<file path="config.mk">
export PLATFORM = sky130hd
export DESIGN_NAME = ifu_fetch
export DESIGN_NICKNAME = d
export VERILOG_FILES = /design/src/rtl/ifu_fetch_pkg.sv /design/src/rtl/ifu_fetch.sv
export SDC_FILE = /design/constraint.sdc
export NUM_CORES = 1
export LEC_CHECK = 0
export ABC_AREA = 1
export CORE_ASPECT_RATIO = 1.1
export CORE_MARGIN = 2
export CORE_UTILIZATION = 45
export DETAILED_ROUTE_END_ITERATION = 6
export PLACE_DENSITY = 0.81
export SYNTH_ARGS = -nofsm -noshare
export SYNTH_HDL_FRONTEND = slang
export SYNTH_SLANG_ARGS = --single-unit
</file>
<file path="constraint.sdc">
create_clock -name clk -period 2.45 [get_ports clk]
set_clock_uncertainty 0.2 [all_clocks]
set_input_delay 0.3675 -clock clk [delete_from_list [all_inputs] [get_ports clk]]
set_output_delay 0.3675 -clock clk [all_outputs]
set_load 0.01 [all_outputs]
</file>
<file path="src/rtl/ifu_fetch_pkg.sv">
// Shared fetch-stage definitions: bus widths, reset vector, NOP encoding
// and the fetch FSM state type.
package ifu_fetch_pkg;

  localparam int          INST_ADDR_BUS  = 32;
  localparam int          INST_DATA_BUS  = 32;
  localparam logic [31:0] CPU_RESET_ADDR = 32'h8000_0000;
  localparam logic [31:0] INST_NOP       = 32'h0000_0013;

  typedef enum logic [1:0] {
    IDLE = 2'd0,
    REQ  = 2'd1,
    WAIT = 2'd2,
    HOLD = 2'd3
  } ifu_state_t;

endpackage

</file>
<file path="src/rtl/ifu_fetch.sv">
// Instruction fetch stage: owns the PC, keeps one imem read in flight and
// hands {pc, inst} downstream over valid/ready; redirects flush stale reads.
module ifu_fetch
  import ifu_fetch_pkg::*;
#(
  parameter int                ADDR_W     = INST_ADDR_BUS,
  parameter int                DATA_W     = INST_DATA_BUS,
  parameter logic [ADDR_W-1:0] RESET_ADDR = CPU_RESET_ADDR[ADDR_W-1:0]
) (
  input  logic              clk,
  input  logic              rst_n,
  output logic              imem_req_valid,
  input  logic              imem_req_ready,
  output logic [ADDR_W-1:0] imem_req_addr,
  input  logic              imem_resp_valid,
  input  logic [DATA_W-1:0] imem_resp_data,
  input  logic              imem_resp_err,
  input  logic              redirect_valid,
  input  logic [ADDR_W-1:0] redirect_pc,
  output logic              o_valid,
  input  logic              o_ready,
  output logic [ADDR_W-1:0] fetch_pc,
  output logic [DATA_W-1:0] fetch_inst,
  output logic              o_fault
);

  localparam logic [ADDR_W-1:0] PC_STEP  = ADDR_W'(3'd4);
  localparam logic [DATA_W-1:0] NOP_INST = DATA_W'(INST_NOP);

  ifu_state_t        state_r, state_s;
  logic [ADDR_W-1:0] pc_r, pc_s;
  logic              drop_r, drop_s;
  logic [ADDR_W-1:0] fetch_pc_r, fetch_pc_s;
  logic [DATA_W-1:0] fetch_inst_r, fetch_inst_s;
  logic              fault_r, fault_s;
  logic              req_valid_r, out_valid_r;
  logic [ADDR_W-1:0] redirect_aligned_s;
  logic              req_accept_s;

  assign redirect_aligned_s = {redirect_pc[ADDR_W-1:2], 2'b00};
  assign req_accept_s       = (state_r == REQ) && imem_req_ready;

  // Next-state, next-PC and capture logic; redirect outranks everything else.
  always_comb begin
    state_s      = state_r;
    pc_s         = pc_r;
    drop_s       = drop_r;
    fetch_pc_s   = fetch_pc_r;
    fetch_inst_s = fetch_inst_r;
    fault_s      = fault_r;
    case (state_r)
      IDLE: begin
        state_s = REQ;
      end
      REQ: begin
        if (redirect_valid) begin
          pc_s = redirect_aligned_s;
          if (req_accept_s) begin
            state_s = WAIT;
            drop_s  = 1'b1;
          end else begin
            state_s = REQ;
          end
        end else if (req_accept_s) begin
          state_s = WAIT;
        end else begin
          state_s = REQ;
        end
      end
      WAIT: begin
        if (redirect_valid) begin
          pc_s = redirect_aligned_s;
          // A response landing with the redirect is stale; otherwise mark the next one.
          if (imem_resp_valid) begin
            drop_s  = 1'b0;
            state_s = REQ;
          end else begin
            drop_s  = 1'b1;
          end
        end else if (imem_resp_valid) begin
          if (drop_r) begin
            drop_s  = 1'b0;
            state_s = REQ;
          end else begin
            fetch_pc_s   = pc_r;
            fetch_inst_s = imem_resp_err ? NOP_INST : imem_resp_data;
            fault_s      = imem_resp_err;
            state_s      = HOLD;
          end
        end else begin
          state_s = WAIT;
        end
      end
      HOLD: begin
        if (redirect_valid) begin
          pc_s    = redirect_aligned_s;
          state_s = REQ;
        end else if (o_ready) begin
          pc_s    = pc_r + PC_STEP;
          state_s = REQ;
        end else begin
          state_s = HOLD;
        end
      end
      default: begin
        state_s = IDLE;
      end
    endcase
  end

  // State, PC and presented-instruction registers with synchronous reset.
  always_ff @(posedge clk) begin
    if (!rst_n) begin
      state_r      <= IDLE;
      pc_r         <= RESET_ADDR;
      drop_r       <= 1'b0;
      fetch_pc_r   <= RESET_ADDR;
      fetch_inst_r <= NOP_INST;
      fault_r      <= 1'b0;
      req_valid_r  <= 1'b0;
      out_valid_r  <= 1'b0;
    end else begin
      state_r      <= state_s;
      pc_r         <= pc_s;
      drop_r       <= drop_s;
      fetch_pc_r   <= fetch_pc_s;
      fetch_inst_r <= fetch_inst_s;
      fault_r      <= fault_s;
      req_valid_r  <= (state_s == REQ);
      out_valid_r  <= (state_s == HOLD);
    end
  end

  assign imem_req_valid = req_valid_r;
  assign imem_req_addr  = pc_r;
  assign o_valid        = out_valid_r;
  assign fetch_pc       = fetch_pc_r;
  assign fetch_inst     = fetch_inst_r;
  assign o_fault        = fault_r;

endmodule

</file>
# After elaboration in Yosys (flattened, before gate mapping)
# Cells that the tools add are included.
[word_totals] wordCells=48 reg_bits=102 inputBits=71 out_inout_bits=99
[op_classes] addsub=1 n_bitwise=2 mux=19 eq_ne=10 reduce_logical=8
[op_table] operator="32-bit two-way mux" count=4
[op_table] operator="32-bit case mux with 2 select lines" count=1
[op_table] operator="32-bit by 3-bit adder with 32-bit output, second input constant" count=1
[op_table] operator="2-bit two-way mux" count=7
[op_table] operator="2-bit case mux with 4 select lines" count=1
[op_table] operator="4-bit AND reduction" count=2
[op_table] operator="2-bit == test, second input constant" count=3
[op_table] operator="3-bit != test, second input constant" count=2
[op_table] operator="1-bit two-way mux" count=5
[op_table] operator="2-bit by 1-bit == test with 1-bit output, second input constant" count=2
[op_table] operator="2-bit != test, second input constant" count=2
[op_table] operator="2-bit nonzero test" count=2
[op_table] operator="3-bit AND reduction" count=1
[op_table] operator="2-bit logical NOT" count=1
[op_table] operator="2-bit by 1-bit != test with 1-bit output, second input constant" count=1
[op_table] operator="1-bit NOT" count=2
[op_table] operator="1-bit case mux with 2 select lines" count=1
[op_table] operator="2-bit OR reduction" count=1
[op_table] operator="1-bit logical AND" count=1

# Logic depth before layout (Yosys ltp)
# Gate-level depths: netlist of the first run.
[logic_depth] ltp_word=5 ltp_mapped=11 depth_no_buf=10

# Least setup slack after synthesis of the first run
# No wires, ideal clock.
[synth_path] path_type="register to register" start="register pc_r[3], in the netlist imem_req_addr[3]" end="register pc_r[20], in the netlist imem_req_addr[20]" n_path_buf=0 arrival_time_ns=1.482 setup_ns=0.113 path_slack_ns=0.655 t_required_ns=2.137 period_less_slack_ns=1.795 path_stages_with_launch=11 path_cell_list="dfxtp_1 ha_1 nand2_1 nor2_1 nand2_1 nor2_2 nand3_1 a21oi_1 nand2_1 nand2_1 nor2_1"
[synth_between] elab_chain_cells=4
[synth_lines] item="from (decl)" line_no="ifu_fetch.sv:31" source="logic [ADDR_W-1:0] pc_r, pc_s;"
[synth_lines] item="from (signal assigned)" line_no="ifu_fetch.sv:124" source="pc_r <= pc_s;"
[synth_lines] item="32-bit by 3-bit adder with 32-bit output" line_no="ifu_fetch.sv:99" source="pc_s = pc_r + PC_STEP;"
[synth_lines] item="32-bit two-way mux" line_no="ifu_fetch.sv:98" source="end else if (o_ready) begin"
[synth_lines] item="32-bit two-way mux" line_no="ifu_fetch.sv:95" source="if (redirect_valid) begin"
[synth_lines] item="32-bit case mux with 2 select lines" line_no="ifu_fetch.sv:51" source="case (state_r)"
# No other way between the ends. The select of a mux whose other input is x is not followed.
# A chain may end at the register's enable or synchronous reset.

# Worst setup path after layout of the first run
[layout_path] start="register pc_r[2], in the netlist imem_req_addr[2]" end="register pc_r[20], in the netlist imem_req_addr[20]"
# Same word-level chain as after synthesis.

==> results of run 1 <==
[cells in the final DEF, fill, tap and decap left out]
cell type / count
nor2_2: 5
o21ai_1: 5
clkinvlp_4: 2
nand3_1: 34
o31ai_1: 1
nor3_1: 5
a31oi_1: 3
nand4_1: 7
buf_4: 15
clkbuf_8: 9
clkinv_4: 3
nand2_1: 188
a21oi_1: 66
o211ai_1: 3
o22ai_1: 3
a211oi_1: 1
clkdlybuf4s50_1: 163
or2_1: 1
nand2_2: 2
ha_1: 5
or2_2: 3
inv_1: 45
dfxtp_1: 98
nor2_1: 116
inv_2: 4
nand3b_1: 1
o221a_2: 1
a22oi_1: 14
conb_1: 4
clkbuf_1: 2
o21ai_0: 43
and2_1: 1
[critical path, cell delays in order, from the launching register on]
cell     delay [ns]
dfxtp_1        0.44
ha_1           0.21
nand2_1        0.07
nor2_1         0.27
nand2_1        0.16
nor2_2         0.31
nand3_1        0.11
a21oi_1        0.19
nand2_1        0.07
nand2_1        0.06
nor2_1         0.04
[routing by layer]
layer | up-vias | track usage | share of wire
met3 | 32 | 0.0731 | 0.084
met4 | 0 | 0.128 | 0.029
met2 | 250 | 0.488 | 0.49
met5 | - | 0 | 0
met1 | 2364 | 0.315 | 0.40
li1 | 2536 | - | -
[power breakdown]
part	internal [uW]	switching, uW	leakage, uW
sequential	1650	78.7	0.000795
combinational	262	250	0.00149
clock	376	593	0.0000797
total	2280	922	0.00236
[layout make-up]
type,count,area [um2]
repair buffers,178,1740
clock buffers,11,131
fillers,886,3420
well taps,120,150
inverters,49,184
clock inverters,5,41.3
multi-input cells,512,2300
flip-flops and latches,98,1960
[stage by stage]
stage | hold slack [ns] | utilization | power (uW) | instances | instance area, um2
after floorplan | 0.288 | - | 1980 | 696 | 4620
after global placement | 0.251 | 0.638 | 2250 | 957 | 6340
after detailed placement | 0.254 | 0.638 | 2270 | 957 | 6340
after CTS | 0.270 | 0.656 | 3210 | 973 | 6520
after global routing | 0.301 | 0.656 | 3330 | 973 | 6520
final | 0.270 | 0.656 | 3210 | 973 | 6520
[flip-flops by register name, indices dropped and copies added (netlist names)]
register,flops
o_fault,1
state_r,2
drop_r,1
imem_req_addr,30
fetch_inst,32
o_valid,1
fetch_pc,30
imem_req_valid,1
[kinds of logic after synthesis]
kind of cell    Yosys count  synth area share
flops                    98             0.426
fa+ha+maj                 5            0.0136
compound gates          140             0.165
buf+inv                  86            0.0787
simple gates            363             0.316
other cells               1          0.000813
[worst paths after layout]
kind / startpoint / end / cells after the start
setup / recovery: imem_req_addr[2] / imem_req_addr[20] / 10
hold / removal: fetch_inst[27] / fetch_inst[27] / 2
setup reg to reg: imem_req_addr[2] / imem_req_addr[20] / 10
hold reg to reg: fetch_inst[27] / fetch_inst[27] / 2
==> results.toml, run 1 <==
[power_and_ir_drop]
leakagePower_uw = 0.00236
powerDensity_nw_per_um2 = 492
ir_drop_mv = 0.409

[cells_and_area]
antenna_cells = 0
area_delta_synth_final_pct = 41.3
finalNetCount = 924
drive_gt1_frac = 0.0516

[clock_tree]
cts_resized = 0
clk_pin_slew_ns = 0.10
clockBufferDepth = 2
cts_tree = "done"
h-tree-depth = 3
cts_num_sinks = 98
post-cts-setup-buffers = 0
clock_latency_ns = 0.37
cts-root-buf = "clkbuf_8"
cts-hold-fix-buffers = 0
cts_buffers = 9

[setup_path]
critPathRequiredTime_ns = 2.53
endpoint_kind = "flip-flop"
worst-setup-path-type = "flip-flop to flip-flop"
reg2reg_slack_ns = 0.23
cp-start-kind = "flip-flop"
cp_max_fo = 5
crit_arrival_ns = 2.30

[yosys]
synth.most_common_cell = "nand2_1"
synth_top_area_cell = "dfxtp_1"
synth.top_cell.area_share = 0.426
synth.yosys.seq_area_share = 0.426
ys_async_sr_fraction = 0
ys_top_cells_by_area = "dfxtp_1 (43%), nand2_1 (15%), nor2_1 (9.6%), a21oi_1 (7.2%), o21ai_0 (4.7%)"
syn_area_per_cell_um2 = 6.65
synth_edf_count = 0
yosysWarnings = 0
syn_area_um2 = 4610
synth-seq-cells = 98
synth_cell_types = 30
netlist_top_cells_count = "nand2_1 (188), nor2_1 (118), dfxtp_1 (98)"
synthCells = 693
synth_flop_cell = "dfxtp_1"

[floorplan]
fp.dieW_um = 101
die_h_um = 110
core-area_um2 = 9940
die-area_um2 = 11100
initial_core_util = 0.464
num_rows = 38
ios = 170

[drt]
wl_um = 15400
vias_per_cell = 5.33
initialDrtViolationCount = 255
drcViolationCount = 0
final_antenna_net_count = 0
wire_per_inst_um = 15.8
vias = 5182
firstDrtPassIters = 5

[placed_design]
place_congestion = 0.944
dp_slack_ns = 0.0402
port_buffers = 163
post-dp-hpwl_um = 11300

[global_routing]
grt_max_degree = 60
grt_pass1_wl_um = 24100
antenna_found_initial = 0
gr-total-overflow = 0
grt_pass1_vias = 5050
grt_usage = 0.277

[sta]
period_minus_slack_ns = 2.22
setup_tns_ns = 0
finalCritPeriodShare = 0.906
slew_viol_final = 0
finalHoldViolations = 0
clock.fmax_ghz = 0.450
relSlewSlack = 0.275
setup_slack_ns = 0.229
setup_viol = 0
tightest_slew_ns = 1.09
rsz0062_at_grt = "no"

[worst_hold_path]
hp-class = "flip-flop to flip-flop"

[job]
cap_violations = 0

[outcome]
status = "finished, final reports clean"
Note: power is estimated with default switching activity, not from simulation.
==> run 2, diff against run 1 <==
--- a/config.mk
+++ b/config.mk
@@ -7,10 +7,10 @@
 export LEC_CHECK = 0
 export ABC_AREA = 1
 export CORE_ASPECT_RATIO = 1.1
-export CORE_MARGIN = 2
+export CORE_MARGIN = 8
 export CORE_UTILIZATION = 45
 export DETAILED_ROUTE_END_ITERATION = 6
-export PLACE_DENSITY = 0.81
+export PLACE_DENSITY = 0.84
 export SYNTH_ARGS = -nofsm -noshare
 export SYNTH_HDL_FRONTEND = slang
 export SYNTH_SLANG_ARGS = --single-unit
==> run 2 against run 1 <==
Core utilization is 0.29 points higher. Maximum frequency is 1.7% higher. Die area is 24% higher. Global-route usage is 4.7 points lower. Clock-buffer cell count is 1 lower. Register-to-register slack better by 0.04 ns. Total power is 0.84% higher. Sequential share of layout area is 0.13 points lower. Routed wire length is 3.7% higher. Sequential power hardly changed. Cell count stayed put. Non-clock buffer count stayed put. Largest cell class unchanged. Highest routed layer unchanged.
==> results.toml, run 2 (synthesis results as in run 1) <==
[placed_design]
post-dp-hpwl_um = 12200
dp_slack_ns = 0.110
place_congestion = 0.939
place_area_um2 = 6370
placedCellCount = 957
port_buffers = 163

[drt]
final_antenna_net_count = 0
wl_um = 15900
initialDrtViolationCount = 328
vias = 5132
drcViolationCount = 0
firstDrtPassIters = 5
vias_per_cell = 5.27
wire_per_inst_um = 16.4

[setup_path]
cp_max_fo = 5
path_buf_inv = 0
crit_chain = "ha_1, nand2_1, nor2_1, nand2_1, nor2_2, nand3_1, a21oi_1, nand2_1, nand2_1, nor2_1"
critical_path.max_stage_delay_ns = 0.44
worst-setup-path-type = "flip-flop to flip-flop"
endpoint_kind = "flip-flop"
critPathRequiredTime_ns = 2.53
crit_arrival_ns = 2.26
slowest_stage = "dfxtp_1"
crit_path_frequent_cell = "nand2_1"
path_delay_family = "simple AND/OR/NAND/NOR gates"
cp-start-kind = "flip-flop"

[sta]
clock.fmax_ghz = 0.458
setup_tns_ns = 0
slew_viol_final = 0
setup_slack_ns = 0.265
finalCritPeriodShare = 0.892
setup_viol = 0
period_minus_slack_ns = 2.18
rsz0062_at_grt = "no"
finalHoldViolations = 0

[global_routing]
antenna_found_initial = 0
grt_pass1_vias = 5220
grt_pass1_wl_um = 25600
gr-total-overflow = 0
grt_usage = 0.230
grt_max_degree = 54

[power_and_ir_drop]
ir_drop_mv = 0.352
powerDensity_nw_per_um2 = 494
leakagePower_uw = 0.00238

[cells_and_area]
final_area_um2 = 6540
multi_input_area_um2 = 2300
regArea_um2 = 1960
instances_no_fill = 973
largest_reg_flops = 32
post-route-util = 0.659
antenna_cells = 0
area_delta_synth_final_pct = 41.9
drive_gt1_frac = 0.0528
finalNetCount = 924
final_cell_mix = "nand2_1 (188), clkdlybuf4s50_1 (163), nor2_1 (116), dfxtp_1 (98), a21oi_1 (66)"
nFillCells = 910
final_common_cell = "nand2_1"

[worst_hold_path]
hp-class = "flip-flop to flip-flop"

[clock_tree]
cts_resized = 0
clock_latency_ns = 0.37
clk_pin_slew_ns = 0.11
cts_num_sinks = 98
cts-root-buf = "clkbuf_8"
cts_buffers = 9
cts-hold-fix-buffers = 0
h-tree-depth = 3
post-cts-setup-buffers = 0
cts_tree = "done"
clockBufferDepth = 2

[floorplan]
die_h_um = 122
die-area_um2 = 13700
ios = 170
num_rows = 38
initial_core_util = 0.464
fp.dieW_um = 113
core-area_um2 = 9940

[job]
cap_violations = 0

[outcome]
status = "finished, final reports clean"
==> run 2: worst register-to-register path: stages, from the launching register on <==
cell,delay (ns)
dfxtp_1,0.44
ha_1,0.22
nand2_1,0.08
nor2_1,0.24
nand2_1,0.16
nor2_2,0.29
nand3_1,0.12
a21oi_1,0.19
nand2_1,0.07
nand2_1,0.06
nor2_1,0.04
==> run 2: worst paths after layout <==
check,startpoint,endpoint,slack (ns),depth (start not counted)
min reg2reg,fetch_inst[21],fetch_inst[21],0.27,2
min,fetch_inst[21],fetch_inst[21],0.27,2
max reg2reg,imem_req_addr[2],imem_req_addr[20],0.27,10
max,imem_req_addr[2],imem_req_addr[20],0.27,10
==> run 2: final cells by class <==
type	count	area share
timing repair buffer	178	0.270
multi-input combinational	512	0.352
sequential	98	0.300
clock buffer	10	0.0195
inverter	49	0.0281
tap	120	0.0229
clock inverter	6	0.00746
==> run 2: per-layer routing <==
metal  up-vias  track usage  wire, um
li1       2539            -         -
met1      2346        0.246      6180
met2       215        0.408      7860
met3        32       0.0748      1450
met4         0        0.106       427
met5         -            0         0
==> run 2: power breakdown <==
part,internal [uW],switching (uW),total (uW)
clock network,383,609,993
logic,265,252,517
registers,1650,76.3,1720
==> run 2: metrics by stage <==
stage | hold slack (ns) | total power [uW]
floorplan | 0.288 | 1980
global placement | 0.252 | 2260
detailed placement | 0.258 | 2270
CTS | 0.271 | 3260
global route | 0.294 | 3380
finish | 0.273 | 3230
==> run 3, diff against run 2 <==
--- a/config.mk
+++ b/config.mk
@@ -10,6 +10,7 @@
 export CORE_MARGIN = 8
 export CORE_UTILIZATION = 45
 export DETAILED_ROUTE_END_ITERATION = 6
+export HOLD_SLACK_MARGIN = 0.03
 export PLACE_DENSITY = 0.84
 export SYNTH_ARGS = -nofsm -noshare
 export SYNTH_HDL_FRONTEND = slang
==> results of run 3 <==
Same layout as run 2: the final DEF is identical, and so are final timing and power.
